`config.mk`:
```
export PLATFORM = sky130hd
export DESIGN_NAME = argmax_stream
export DESIGN_NICKNAME = d
export VERILOG_FILES = /design/src/rtl/argmax_stream.sv
export SDC_FILE = /design/constraint.sdc
export NUM_CORES = 1
export LEC_CHECK = 0
export ABC_CLOCK_PERIOD_IN_PS = 4900
export CAP_MARGIN = 20
export CORE_UTILIZATION = 55
export DETAILED_ROUTE_END_ITERATION = 10
export MAX_ROUTING_LAYER = met4
export PLACE_DENSITY_LB_ADDON = 0.2
export SYNTH_ARGS = -nofsm -noshare
export SYNTH_HDL_FRONTEND = slang
export SYNTH_SLANG_ARGS = --single-unit
```
`constraint.sdc`:
```
create_clock -name clk -period 4.9 [get_ports clk]
set_input_delay 0.98 -clock clk [delete_from_list [all_inputs] [get_ports clk]]
set_output_delay 0.98 -clock clk [all_outputs]
set_load 0.005 [all_outputs]
```
`src/rtl/argmax_stream.sv`:
```
// rtl/argmax_stream.sv - streaming top-2 argmax over frames of NUM_CLASS scores
// Emits winning index, best score and best-minus-second margin one cycle after each frame.
module argmax_stream #(
  parameter int NUM_CLASS = 10,
  parameter int DATA_W    = 12,
  parameter bit SIGNED    = 1'b1,
  parameter int IDX_W     = (NUM_CLASS > 1) ? $clog2(NUM_CLASS) : 1
) (
  input  logic              clk,
  input  logic              rst_n,
  input  logic              clear,
  input  logic              valid_in,
  input  logic [DATA_W-1:0] data_in,
  output logic [IDX_W-1:0]  decision,
  output logic [DATA_W-1:0] max_out,
  output logic [DATA_W:0]   margin,
  output logic              valid_out
);

  // XOR with MIN maps signed order onto unsigned order (offset binary).
  localparam logic [DATA_W-1:0] MIN_VAL  = SIGNED ? (DATA_W'(1) << (DATA_W - 1)) : '0;
  localparam logic [IDX_W-1:0]  LAST_IDX = IDX_W'(NUM_CLASS - 1);

  logic [IDX_W-1:0]  r_cnt;
  logic [DATA_W-1:0] r_best_val;
  logic [IDX_W-1:0]  r_best_idx;
  logic [DATA_W-1:0] r_sec_val;

  logic [IDX_W-1:0]  r_decision;
  logic [DATA_W-1:0] r_max_out;
  logic [DATA_W:0]   r_margin;
  logic              r_valid_out;

  logic              w_accept;
  logic              w_first;
  logic              w_last;
  logic              w_gt_best;
  logic              w_gt_sec;
  logic [DATA_W-1:0] w_d_key;
  logic [DATA_W-1:0] w_best_key;
  logic [DATA_W-1:0] w_sec_key;
  logic [DATA_W-1:0] w_nxt_best_val;
  logic [IDX_W-1:0]  w_nxt_best_idx;
  logic [DATA_W-1:0] w_nxt_sec_val;
  logic [DATA_W:0]   w_nxt_margin;

  assign w_accept   = valid_in & ~clear;
  assign w_first    = (r_cnt == '0);
  assign w_last     = (r_cnt == LAST_IDX);
  assign w_d_key    = data_in ^ MIN_VAL;
  assign w_best_key = r_best_val ^ MIN_VAL;
  assign w_sec_key  = r_sec_val ^ MIN_VAL;
  assign w_gt_best  = (w_d_key > w_best_key);
  assign w_gt_sec   = (w_d_key > w_sec_key);

  always_comb begin
    w_nxt_best_val = r_best_val;
    w_nxt_best_idx = r_best_idx;
    w_nxt_sec_val  = r_sec_val;
    if (w_first) begin
      w_nxt_best_val = data_in;
      w_nxt_best_idx = '0;
      w_nxt_sec_val  = MIN_VAL;
    end else if (w_gt_best) begin
      w_nxt_sec_val  = r_best_val;
      w_nxt_best_val = data_in;
      w_nxt_best_idx = r_cnt;
    end else if (w_gt_sec) begin
      w_nxt_sec_val  = data_in;
    end
  end

  // Offset-binary difference equals the true difference and is never negative.
  assign w_nxt_margin = {1'b0, w_nxt_best_val ^ MIN_VAL} - {1'b0, w_nxt_sec_val ^ MIN_VAL};

  always_ff @(posedge clk or negedge rst_n) begin
    if (!rst_n) begin
      r_cnt      <= '0;
      r_best_val <= MIN_VAL;
      r_best_idx <= '0;
      r_sec_val  <= MIN_VAL;
    end else if (clear) begin
      r_cnt      <= '0;
      r_best_val <= MIN_VAL;
      r_best_idx <= '0;
      r_sec_val  <= MIN_VAL;
    end else if (valid_in) begin
      r_cnt      <= w_last ? '0 : r_cnt + IDX_W'(1);
      r_best_val <= w_nxt_best_val;
      r_best_idx <= w_nxt_best_idx;
      r_sec_val  <= w_nxt_sec_val;
    end
  end

  always_ff @(posedge clk or negedge rst_n) begin
    if (!rst_n) begin
      r_decision  <= '0;
      r_max_out   <= '0;
      r_margin    <= '0;
      r_valid_out <= 1'b0;
    end else begin
      r_valid_out <= w_accept & w_last;
      if (w_accept & w_last) begin
        r_decision <= w_nxt_best_idx;
        r_max_out  <= w_nxt_best_val;
        r_margin   <= w_nxt_margin;
      end
    end
  end

  assign decision  = r_decision;
  assign max_out   = r_max_out;
  assign margin    = r_margin;
  assign valid_out = r_valid_out;

endmodule
```
After elaboration in Yosys (flattened, before gate mapping)
Index checks and enable logic that the tools add are counted.
- output and inout port bits: 30
- register bits: 62
- bits of input ports: 16
- add/subtract/negate cells: 2
- $lt $le $gt $ge: 2
- multiplexer cells: 16
- reductions and logical operators: 2
- bitwise operators: 8
- eq/ne operators: 1
- operators by type and width (operator ; number):
    12-bit 2-to-1 mux ; 9
    4-bit 2-to-1 mux ; 7
    12-bit greater-than comparator ; 2
    12-bit by 12-bit subtractor with 13-bit output ; 1
    1-bit inverter ; 6
    4-bit by 1-bit adder with 4-bit output, second input constant ; 1
    4-bit equality test, second input constant ; 1
    4-bit logical NOT ; 1
    1-bit bitwise AND ; 2
    2-bit nonzero test ; 1

Logic depth before layout (Yosys ltp)
- depth after elaboration: 7
- mapped depth: 17

Least setup slack after synthesis
No wires, ideal clock.
- path type: input -> register
- start point: input data_in[9]
- end point: register r_margin[8] (netlist: margin[8])
- arrival time: 4376 ps
- setup slack: 389 ps
- data required time: 4765 ps
- path buffers: 1
- cell stages on the path: 16
- path through: ha_1 -> a211o_1 -> a21o_1 -> or4_4 -> o21ai_2 -> buf_4 -> mux2i_1 -> ha_1 -> inv_1 -> fa_1 -> a21o_1 -> a21oi_1 -> o21ai_0 -> a31oi_1 -> xor2_1 -> o21ai_0
- longest elaborated chain between the ends: 5
- elaborated cells on any way between the ends: 8
- RTL lines (element ; line ; text):
    from (decl) ; 13 ; input logic [DATA_W-1:0] data_in,
    12-bit greater-than comparator ; 54 ; assign w_gt_sec = (w_d_key > w_sec_key);
    12-bit 2-to-1 mux ; 68 ; end else if (w_gt_sec) begin
    12-bit 2-to-1 mux ; 64 ; end else if (w_gt_best) begin
    12-bit 2-to-1 mux ; 60 ; if (w_first) begin
    12-bit by 12-bit subtractor with 13-bit output * ; 74 ; assign w_nxt_margin = {1'b0, w_nxt_best_val ^ MIN_VAL} - {1'b0, w_nxt_sec_val ^ MIN_VAL};
    to (signal assigned) ; 106 ; r_margin <= w_nxt_margin;
    to (decl) ; 31 ; logic [DATA_W:0] r_margin;
Every way passes the cells marked *; elsewhere a longest branch is shown, timed or not.
A chain may end at the register's enable or synchronous reset.

Worst setup path in the final report
- start point: input data_in[10]
- end point: register r_margin[10] (netlist: margin[10])
Same word-level chain as after synthesis.

==> summary.md <==
| Metric | Value |
|---|---|
| GRT Resource Usage Total | 0.3043 |
| Post-Syn Area | slightly above 0.004 mm2 |
| # IOs | 46 |
| Ant diodes | 0 |
| Mapped Nets | 482 |
| DP HPWL | 7.567 mm |
| Core area | approximately 0.0072 mm2 |
| Register-to-register setup slack | ~0.79 ns |
| Drt first pass iters | 5 |
| Die Area | 0.007797 mm2 |
| Clk pwr share | 0.334 |
| Crit path launch type | primary input |
| Worst Setup SP | data_in[10] |
| CP Depth | 16 |
| R2R cell count | 16 |
| CP max stage cell | or4_4 |
| P_sw | 0.0005071 W |
| Worst-Skew Late Latency | 0.36 ns |
| Post-CTS setup buffer count | 0 |
| Final hold violations | 0 |
| Post-synth EDFFs | 0 |
| CTS tree | done |
| Routed wire length | 10.46 mm |
| Critical R2R Launch | r_best_val[9] |
| #FFs+latches synth | slightly above 60 |
| Fin crit share | 0.9578 |
| Crit path kind | primary input to register |
| Layout area overhead | 25.72% |
| GR Overflow Total | 0 |
| Hold_buf cts | 0 |
| Fin crit period | 4.693 ns |
| Crit path capture | margin[10] |
| PD cells | between 300 and 400 mW/mm2 |
| Hold WC Path Type | register to register |
| Nets | 560 |
| WL/cell | 17.20 um |
| Vert. Die Dim | ~88 um |
| Final setup margin | 0.2070 ns |
| Fraction of registers with async set/reset | 1.000 |
| Initial antenna violation count | 0 |
| Maximum clock rate | 213.1 MHz |
| Rows | 31 |
| Non-filler instance count after layout | between 600 and 700 |
| Buffers and inverters on the worst path | 2 |
| Routability cong. | slightly below 1 |
| Worst-case clock buffer depth | 2 |
| IO Port Bufs | 45 |
| Setup crit end kind | register |
| Synthesized instance count | ~430 |
| First-pass GRT wire length | 17.35 mm |
| Sw Share | 0.3178 |
| Number of global-route vias before repair | about 3500 |
| CP max FO | 5 |
| Chip Width | 88.30 um |
| CP Cell Sequence | clkdlybuf4s50_1 > ha_1 > o21a_1 > a21o_1 > or4_4 > o21ai_4 > mux2i_2 > ha_1 > inv_1 > fa_1 > a21o_1 > a21oi_1 > o21ai_0 > a31oi_2 > o22ai_1 > a31oi_1 |
| Post-DR vias/cell | 5.789 |
| Status | finished clean |
| Max-slew violations | 0 |
| Slew margin rel. | 0.4743 |
| Combinational share of power | 0.316 |
| Fraction of layout cells with a size suffix above 1 | 0.1650 |
| CTS buffer count | 9 |
| WHS | 0.4776 ns |
| DP Worst Slack | -0.2066 ns |
| Reg power frac | 0.350 |
| Delay-heaviest family, CP | compound AO/OA/AOI/OAI gates |
| Most common cell after layout, fill and taps aside | dfrtp_1 |
| Clk pin slew, worst setup/hold paths | 0.08 ns |
| WP data required | 5.18 ns |
| Worst R2R End | margin[10] |
| Synth Flop Type | dfrtp_1 |
| Initial detailed-routing violation count | approximately 250 |
| Starting Density | 0.5678 |
| Internal power | between 0.001 and 0.0015 W |
| DRC Markers | 0 |
| Root Driver | clkbuf_8 |
| Most frequent cells in the layout | dfrtp_1, clkdlybuf4s50_1, inv_1 |
| Syn_area_per_cell | approximately 9.6 um2 |
| Leakage | 2.344 nW |
| Post-DRT Antenna Nets | 0 |
| Max stage delay on crit path | 0.51 ns |
| Dpl cells | around 600 |
| H-tree level count | 3 |
| Register area share after synthesis | 0.3794 |
| Via count | around 3500 |
| Final setup viols | 0 |
| Measured slew at the worst slew-check pin | 0.7885 ns |
| Layout Skew | 0.01234 ns |
| Sinks on Clock Net | 62 |
| Crit path DAT | 4.98 ns |
| VDD IR max | ~0.00018 V |
| Library cells used by synthesis | 52 |
| Ys Warns | 0 |
| Maxcap violations | 0 |
| Largest net degree at the start of global routing | 63 |
## how the worst min path moves through the flow
| stage | depth (start not counted) | slack, ns | start | endpoint |
|---|---|---|---|---|
| global route | 2 | 0.50 | margin[0] | margin[0] |
| floorplan | 2 | 0.47 | margin[1] | margin[1] |
| detailed placement | 2 | 0.46 | margin[1] | margin[1] |
| finish | 2 | 0.48 | margin[1] | margin[1] |
| global placement | 2 | 0.46 | margin[1] | margin[1] |
| CTS | 2 | 0.48 | margin[1] | margin[1] |
## kinds of logic (layout without fill, tap and decap cells)
kind of cell,after synthesis,after routing,synth area share
xor gates and xnor gates,6,6,0.01283
AOI/OAI and AO/OA,107,107,0.1863
adders and majority gates,40,40,0.1240
and+or+nand+nor,104,104,0.1170
muxes,48,48,0.1213
DFF,62,62,0.3794
buffers and inverters,59,142,0.05925
## cells in the mapped netlist (all sizes together) (3+ instances only)
master / count / area share
dfrtp: 60 / 0.37
inv: 41 / 0.038
ha: 39 / 0.12
nand2: 39 / 0.036
mux2i: 35 / 0.086
nor2: 30 / 0.027
a21oi: 19 / 0.023
o21ai: 16 / 0.020
mux2: 13 / 0.036
a22oi: 12 / 0.022
clkbuf: 12 / 0.011
o221ai: 11 / 0.024
nor3: 8 / 0.0098
a21o: 7 / 0.013
buf: 6 / 0.011
o21a: 6 / 0.011
nand4: 5 / 0.0076
nor2b: 5 / 0.0076
o211ai: 5 / 0.013
nand3: 4 / 0.0049
o31ai: 4 / 0.0073
or4: 4 / 0.0082
a21boi: 3 / 0.0055
a221oi: 3 / 0.0064
a31oi: 3 / 0.0046
a32oi: 3 / 0.0064
nor3b: 3 / 0.0055
xnor2: 3 / 0.0064
xor2: 3 / 0.0064
## layout make-up
class | count | area [um2]
Clock buffer | 11 | 151.4
Timing Repair Buffer | 85 | 749.5
Multi-Input combinational cell | 305 | 2336
Fill cell | 568 | 2064
Clock inverter | 5 | 81.33
Tap cell | 99 | 123.9
Sequential cell | 62 | 1554
Inverter | 41 | 153.9
## state kept, by name, indices dropped and copies added (netlist names)
| register | cells |
|---|---|
| margin | 13 |
| decision | 4 |
| r_best_idx | 4 |
| r_best_val | 12 |
| valid_out | 1 |
| r_sec_val | 12 |
| max_out | 12 |
| r_cnt | 4 |
## stage by stage
step | total power (W) | TNS (ns) | util | area, um2
6_report | 0.001596 | 0 | 0.7138 | 5150
5_1_grt | 0.001670 | -0.01480 | 0.7138 | 5150
4_1_cts | 0.001581 | 0 | 0.7097 | 5120
3_5_place_dp | 0.001051 | -0.9031 | 0.6774 | 4887
3_3_place_gp | 0.001038 | -0.3680 | 0.6774 | 4887
2_1_floorplan | 0.0008608 | 0 | - | 4096
## timing repair
item                                    4_1_cts  5_1_grt
endpoints found under the setup margin        0        7
gates resized for setup                       0        7
hold endpoints to repair                      0        0
## worst reg2reg max path: cells and delay by family, from the launching register on
kind	cells	cell delay [ns]
AOI/OAI and AO/OA	9	1.82
adders and majority gates	3	0.88
buffers and inverters	2	0.16
DFF	1	0.42
muxes	1	0.27
and+or+nand+nor	1	0.51
## power groups by stage
stage / Combinational (W) / Sequential [W] / Clock (W)
final: 0.000504 / 0.000558 / 0.000534
after global routing: 0.000555 / 0.000561 / 0.000554
after CTS: 0.000489 / 0.000557 / 0.000535
after detailed placement: 0.000484 / 0.000567 / 0
after global placement: 0.000472 / 0.000565 / 0
after floorplan: 0.000298 / 0.000563 / 0
## routing by layer
metal / wire [um] / part of all wire / track usage / vias up
li1: - / - / - / 1701
met1: 4868 / 0.47 / 0.4142 / 1655
met2: 4689 / 0.45 / 0.4497 / 138
met3: 650 / 0.062 / 0.04851 / 26
met4: 246 / 0.024 / 0.1290 / 0
met5: 0 / 0 / - / -
Power figures use the tool's default switching activity.
